[src/rtl/ysyx_22050710_ifu_pkg.sv]
// Shared IFU definitions: widths, reset PC default, FSM encoding, fetch helpers.
// Pure declarations; no timing or flow control of its own.
package ysyx_22050710_ifu_pkg;

   localparam int XLEN = 64;
   localparam int ILEN = 32;

   localparam logic [XLEN-1:0] DEF_RESET_PC = 64'h0000_0000_8000_0000;

   typedef enum logic [1:0] {
      ST_IDLE  = 2'b00,
      ST_REQ   = 2'b01,
      ST_VALID = 2'b10,
      ST_ERR   = 2'b11
   } ifu_state_t;

   // Memory is 64 bits wide, so fetches always use the doubleword-aligned address.
   function automatic logic [XLEN-1:0] fetch_addr(input logic [XLEN-1:0] pc);
      return {pc[XLEN-1:3], 3'b000};
   endfunction

   function automatic logic [ILEN-1:0] pick_half(input logic [XLEN-1:0] pc,
                                                 input logic [XLEN-1:0] data);
      return pc[2] ? data[63:32] : data[31:0];
   endfunction

endpackage

[src/rtl/ysyx_22050710_inst_buf.sv]
// Holding register for the fetched instruction and its PC; updates one cycle after load/clear.
// No handshake of its own: the owner decides when to load or clear.
module ysyx_22050710_inst_buf
   import ysyx_22050710_ifu_pkg::*;
#(
   parameter logic [XLEN-1:0] RESET_PC = DEF_RESET_PC
)
(
   input  logic            clk,
   input  logic            rst,
   input  logic            load,
   input  logic            clear,
   input  logic [ILEN-1:0] new_inst,
   input  logic [XLEN-1:0] new_pc,
   output logic [ILEN-1:0] inst,
   output logic [XLEN-1:0] pc
);

   always_ff @(posedge clk or posedge rst) begin
      if (rst) begin
         inst <= '0;
         pc   <= RESET_PC;
      end else if (clear) begin
         inst <= '0;
         pc   <= RESET_PC;
      end else if (load) begin
         inst <= new_inst;
         pc   <= new_pc;
      end
   end

endmodule

[src/rtl/ysyx_22050710_ifu.sv]
// Instruction fetch unit: ack in cycle N gives o_inst_valid in N+1; at most one instruction per two cycles.
// Holds o_inst/o_pc until decode takes them; misaligned redirects trap to ERR when YSYX_22050710_IFU_MISALIGN_EN is defined.
module ysyx_22050710_ifu
   import ysyx_22050710_ifu_pkg::*;
#(
   parameter logic [XLEN-1:0] RESET_PC = DEF_RESET_PC
)
(
   input  logic            i_clk,
   input  logic            i_rst,
   output logic            o_imem_req,
   output logic [XLEN-1:0] o_imem_addr,
   input  logic            i_imem_ack,
   input  logic [XLEN-1:0] i_imem_rdata,
   input  logic            i_redirect,
   input  logic [XLEN-1:0] i_redirect_pc,
   output logic [ILEN-1:0] o_inst,
   output logic [XLEN-1:0] o_pc,
   output logic            o_inst_valid,
`ifdef YSYX_22050710_IFU_MISALIGN_EN
   output logic            o_misalign,
`endif
   input  logic            i_inst_ready
);

   ifu_state_t      state, state_nxt;
   logic [XLEN-1:0] pc, pc_nxt;
   logic            kill, kill_nxt;
   logic            buf_load, buf_clear;
   logic            xfer;
   logic [XLEN-1:0] redir_tgt;
   logic            redir_bad;

`ifdef YSYX_22050710_IFU_MISALIGN_EN
   assign redir_tgt  = i_redirect_pc;
   assign redir_bad  = |i_redirect_pc[1:0];
   assign o_misalign = (state == ST_ERR);
`else
   logic unused_redir_lsb;
   assign unused_redir_lsb = ^i_redirect_pc[1:0];
   assign redir_tgt = {i_redirect_pc[XLEN-1:2], 2'b00};
   assign redir_bad = 1'b0;
`endif

   assign o_imem_req   = (state == ST_REQ);
   assign o_imem_addr  = fetch_addr(pc);
   assign o_inst_valid = (state == ST_VALID) & ~i_redirect;
   assign xfer         = o_inst_valid & i_inst_ready;

   always_comb begin
      state_nxt = state;
      pc_nxt    = pc;
      kill_nxt  = kill;
      buf_load  = 1'b0;
      buf_clear = 1'b0;

      case (state)
         ST_IDLE:  state_nxt = ST_REQ;
         ST_REQ: begin
            // A killed ack belongs to a request made before a redirect.
            if (i_imem_ack) begin
               if (kill) begin
                  kill_nxt = 1'b0;
               end else if (!i_redirect) begin
                  buf_load  = 1'b1;
                  state_nxt = ST_VALID;
               end
            end
         end
         ST_VALID: begin
            if (xfer) begin
               pc_nxt    = pc + 64'd4;
               state_nxt = ST_REQ;
            end
         end
         ST_ERR: begin
            if (i_imem_ack) kill_nxt = 1'b0;
         end
      endcase

      if (i_redirect) begin
         pc_nxt = redir_tgt;
         if (state == ST_REQ && !i_imem_ack) kill_nxt = 1'b1;
         if (state == ST_VALID) buf_clear = 1'b1;
         if (state != ST_IDLE) state_nxt = ST_REQ;
         if (redir_bad) state_nxt = ST_ERR;
      end
   end

   always_ff @(posedge i_clk or posedge i_rst) begin
      if (i_rst) begin
         state <= ST_IDLE;
         pc    <= RESET_PC;
         kill  <= 1'b0;
      end else begin
         state <= state_nxt;
         pc    <= pc_nxt;
         kill  <= kill_nxt;
      end
   end

   ysyx_22050710_inst_buf #(
      .RESET_PC (RESET_PC)
   ) u_inst_buf (
      .clk      (i_clk),
      .rst      (i_rst),
      .load     (buf_load),
      .clear    (buf_clear),
      .new_inst (pick_half(pc, i_imem_rdata)),
      .new_pc   (pc),
      .inst     (o_inst),
      .pc       (o_pc)
   );

endmodule

[config.mk]
export PLATFORM = sky130hd
export DESIGN_NAME = ysyx_22050710_ifu
export DESIGN_NICKNAME = d
export VERILOG_FILES = /design/src/rtl/ysyx_22050710_ifu_pkg.sv /design/src/rtl/ysyx_22050710_inst_buf.sv /design/src/rtl/ysyx_22050710_ifu.sv
export SDC_FILE = /design/constraint.sdc
export NUM_CORES = 1
export LEC_CHECK = 0
export ABC_CLOCK_PERIOD_IN_PS = 4700
export CORE_MARGIN = 3
export CORE_UTILIZATION = 48
export DETAILED_ROUTE_END_ITERATION = 12
export DONT_BUFFER_PORTS = 1
export SYNTH_ARGS = -nofsm -noshare
export SYNTH_HDL_FRONTEND = slang
export SYNTH_SLANG_ARGS = --single-unit
[constraint.sdc]
create_clock -name i_clk -period 4.7 [get_ports i_clk]
set_input_delay 0 -clock i_clk [delete_from_list [all_inputs] [get_ports i_clk]]
set_output_delay 0 -clock i_clk [all_outputs]
set_load 0.01 [all_outputs]
==> reports/qor.txt <==
period utilization = 74.6%
Yosys reg bits = 160
vias per cell = 5.79
Fill cells = 1343
register area share after synthesis = 48.2%
clk root buf = clkbuf_16
critical path cell sequence = buf_4 -> ha_1 -> nand2_1 -> nor4_1 -> nand4_1 -> xor2_1 -> o21ai_0 -> dlygate4sd3_1
largest net degree at the start of global routing = 101
Placeable Area = 16800 um^2
Routed Antenna Nets = 0
Final Slew Violations = 0
Setup crit start kind = flip-flop
max frequency = 285 MHz
DR DRC count = 0
final hold vios = 0
port bufs = 0
Area Growth Syn to Fin = 26.5%
minimum clock period after layout = 3510 ps
Chip Height = 138 um
placed cell count = 1032
TritonCTS clock tree = yes
Starting Density = 49.6%
Clock power frac = 33.8%
YS warnings = 0
GRT overflow = 0
Multi-input gate area = 3560 um^2
WS Path Type = reg -> reg
leakage power = 4.19 nW
drt pass-1 iters = 5
post-route cell area = 10500 um^2
Synth area leader = dfrtp_1
average wire per standard cell = 19.4 um
first-pass GRT wire length = 39100 um
Layout Cells excl Fill = 1260
Synth Flop Type = dfrtp_1
Slew HR = 17.9%
share of cells above drive strength 1 = 5.19%
Register Area = 4010 um^2
drt total wl = 24400 um
most frequent cells in the layout = dlygate4sd3_1, nand2_1, dfrtp_1, a21oi_1, nor2_1
Switch Pwr = 1.39 mW
Post-synth EDFFs = 0
crit-path max cell delay = 1040 ps
initial antenna violation count = 0
Rows = 47
die area = 18900 um^2
RSZ-0062 raised after global routing = false
Gate Count Post-Synth = 930
worst hold path type = in -> reg
Syn Area/Cell = 8.94 um^2
switching share of power = 32.8%
most common cell after layout, fill and taps aside = dlygate4sd3_1
Setup Skew = 9.11 ps
pwr dens = 404 nW/um^2
hpwl dp = 15000 um
Worst Path Buf+Inv = 2
post-CTS sizing = 0
largest fanout on the critical path = 37
register share of total power = 49.8%
cell-internal power = 2.85 mW
WP data arrival = 3870 ps
maximum VDD drop = 249 uV
CTS Sinks = 160
Critical Path End Type = flip-flop
Post-synth ARST share = 100%
Unique masters post-synth = 44
post-route setup TNS = 0 ps
die width = 138 um
mapped cell area = 8310 um^2
ANT cells = 0
maximum clock path buffer count = 2
fin util = 62.8%
Clock Latency Late Sink = 430 ps
vias in the first global route = 7682
fin nets = 1161
DR vias = 7296
Worst-Margin Slew = 1220 ps
Synth top area share = 47.6%
Req. time, crit path = 5070 ps
initial DRC count = 499
setup ws final = 1190 ps
Crit path max-delay family = simple AND/OR/NAND/NOR gates
H-tree Lvls = 4
outcome = complete, no violations
num ports = 295
synth top area cells = dfrtp_1, nand2_1, buf_4
total CTS buffers = 17
Total GRT Usage = 26.0%
clk slew on worst S/H paths = 70 ps
Logic pwr share = 16.4%
number of max-cap violations = 0
CP max stage cell = nor4_1
placed instance area = 7930 um^2
Setup WS pre-CTS = 1600 ps
routability congestion estimate = 0.785
Final Setup Violations = 0
==> sequential cells by signal, summed over array words and instances (netlist names) <==
name and cells:
state 2, kill 1, pc 62, u_inst_buf.pc 63, u_inst_buf.inst 32
==> path summary, 6_finish.rpt <==
check / slack, ps / cells past startpoint / to / startpoint
setup / recovery: 1190 / 8 / pc[22]$_DFFE_PP0P_ / pc[2]$_DFFE_PP0P_
hold / removal: 20 / 2 / pc[45]$_DFFE_PP0P_ / i_redirect
setup reg to reg: 1190 / 8 / pc[22]$_DFFE_PP0P_ / pc[2]$_DFFE_PP0P_
hold reg to reg: 540 / 2 / u_inst_buf.pc[31]$_DFFE_PP1P_ / u_inst_buf.pc[31]$_DFFE_PP1P_
max in group asynchronous: 3060 / 3 / pc[63]$_DFFE_PP0P_ / i_rst
min in group asynchronous: 240 / 2 / u_inst_buf.inst[1]$_DFFE_PP0P_ / i_rst
==> what timing repair did <==
item,in CTS,in global routing
setup buffers,0,0
hold buffers,196,0
endpoints found under the hold margin,194,0
==> logic make-up (layout without fill, tap and decap cells) <==
group | count (synthesis) | in the layout | share of synthesized area, %
AOI/OAI and AO/OA | 176 | 176 | 12.4
xor gates and xnor gates | 39 | 39 | 4.11
adders and majority gates | 1 | 1 | 0.150
buffers and inverters | 136 | 244 | 9.16
DFF | 160 | 160 | 48.2
muxes | 36 | 36 | 4.38
other | 1 | 3 | 0.0451
and+or+nand+nor | 381 | 381 | 21.6
==> metrics by stage <==
step / power (mW) / hold slack, ps
after floorplan: 2.53 / 89.9
after detailed placement: 2.64 / 88.7
after global placement: 2.60 / 85.6
final: 4.25 / 21.3
after global routing: 4.46 / 34.4
after CTS: 4.25 / 3.21
==> cells in the mapped netlist (2+ instances only) <==
library cell  instances
mux2i_1              33
nand3_1              20
nand2b_1              5
inv_1                11
buf_1                 6
clkbuf_1             48
mux2_2                3
and3_1               11
a31oi_1              19
a31o_2                2
buf_4                65
nor2b_1               2
o31a_1                2
o211ai_1              2
xor2_1               15
or3_1                13
a211oi_1             32
a21oi_1              65
nand2_1             184
nor3_1                8
buf_2                 6
nor2_1               63
and4_1                6
dfrtp_1             158
nor4_1               15
nand4_1              28
or4_1                10
and2_1                6
o21ai_0              45
xnor2_1              24
o31ai_1               8
nand3b_1              2
dfstp_2               2
==> routing by layer <==
layer	global-route usage, %	vias to the layer above	part of all wire (%)
li1	-	3358	-
met1	32.8	3581	40
met2	43.5	306	50
met3	5.95	51	7.9
met4	9.48	0	2.3
met5	0	-	0
==> worst reg2reg max path, stage by stage, from the launching register on <==
cell and delay, ps:
dfrtp_2 340, buf_4 500, ha_1 310, nand2_1 100, nor4_1 1040, nand4_1 220, xor2_1 190, o21ai_0 170
dlygate4sd3_1 580
==> layout make-up <==
| cell class | instances | area share [%] |
|---|---|---|
| Multi-Input combinational cell | 636 | 33.9 |
| Clock buffer | 18 | 4.18 |
| Inverter | 11 | 0.440 |
| Clock inverter | 14 | 1.62 |
| Sequential cell | 160 | 38.1 |
| Timing Repair Buffer | 201 | 19.2 |
| Tap cell | 220 | 2.62 |
==> power by group through the flow <==
| stage | logic, mW | registers, mW | clock network (mW) |
|---|---|---|---|
| 3_3_place_gp | 0.468 | 2.13 | 0 |
| 2_1_floorplan | 0.528 | 2.01 | 0 |
| 4_1_cts | 0.673 | 2.11 | 1.46 |
| 6_report | 0.694 | 2.12 | 1.44 |
| 3_5_place_dp | 0.503 | 2.14 | 0 |
| 5_1_grt | 0.785 | 2.16 | 1.51 |
(Power assumes the default switching activity.)
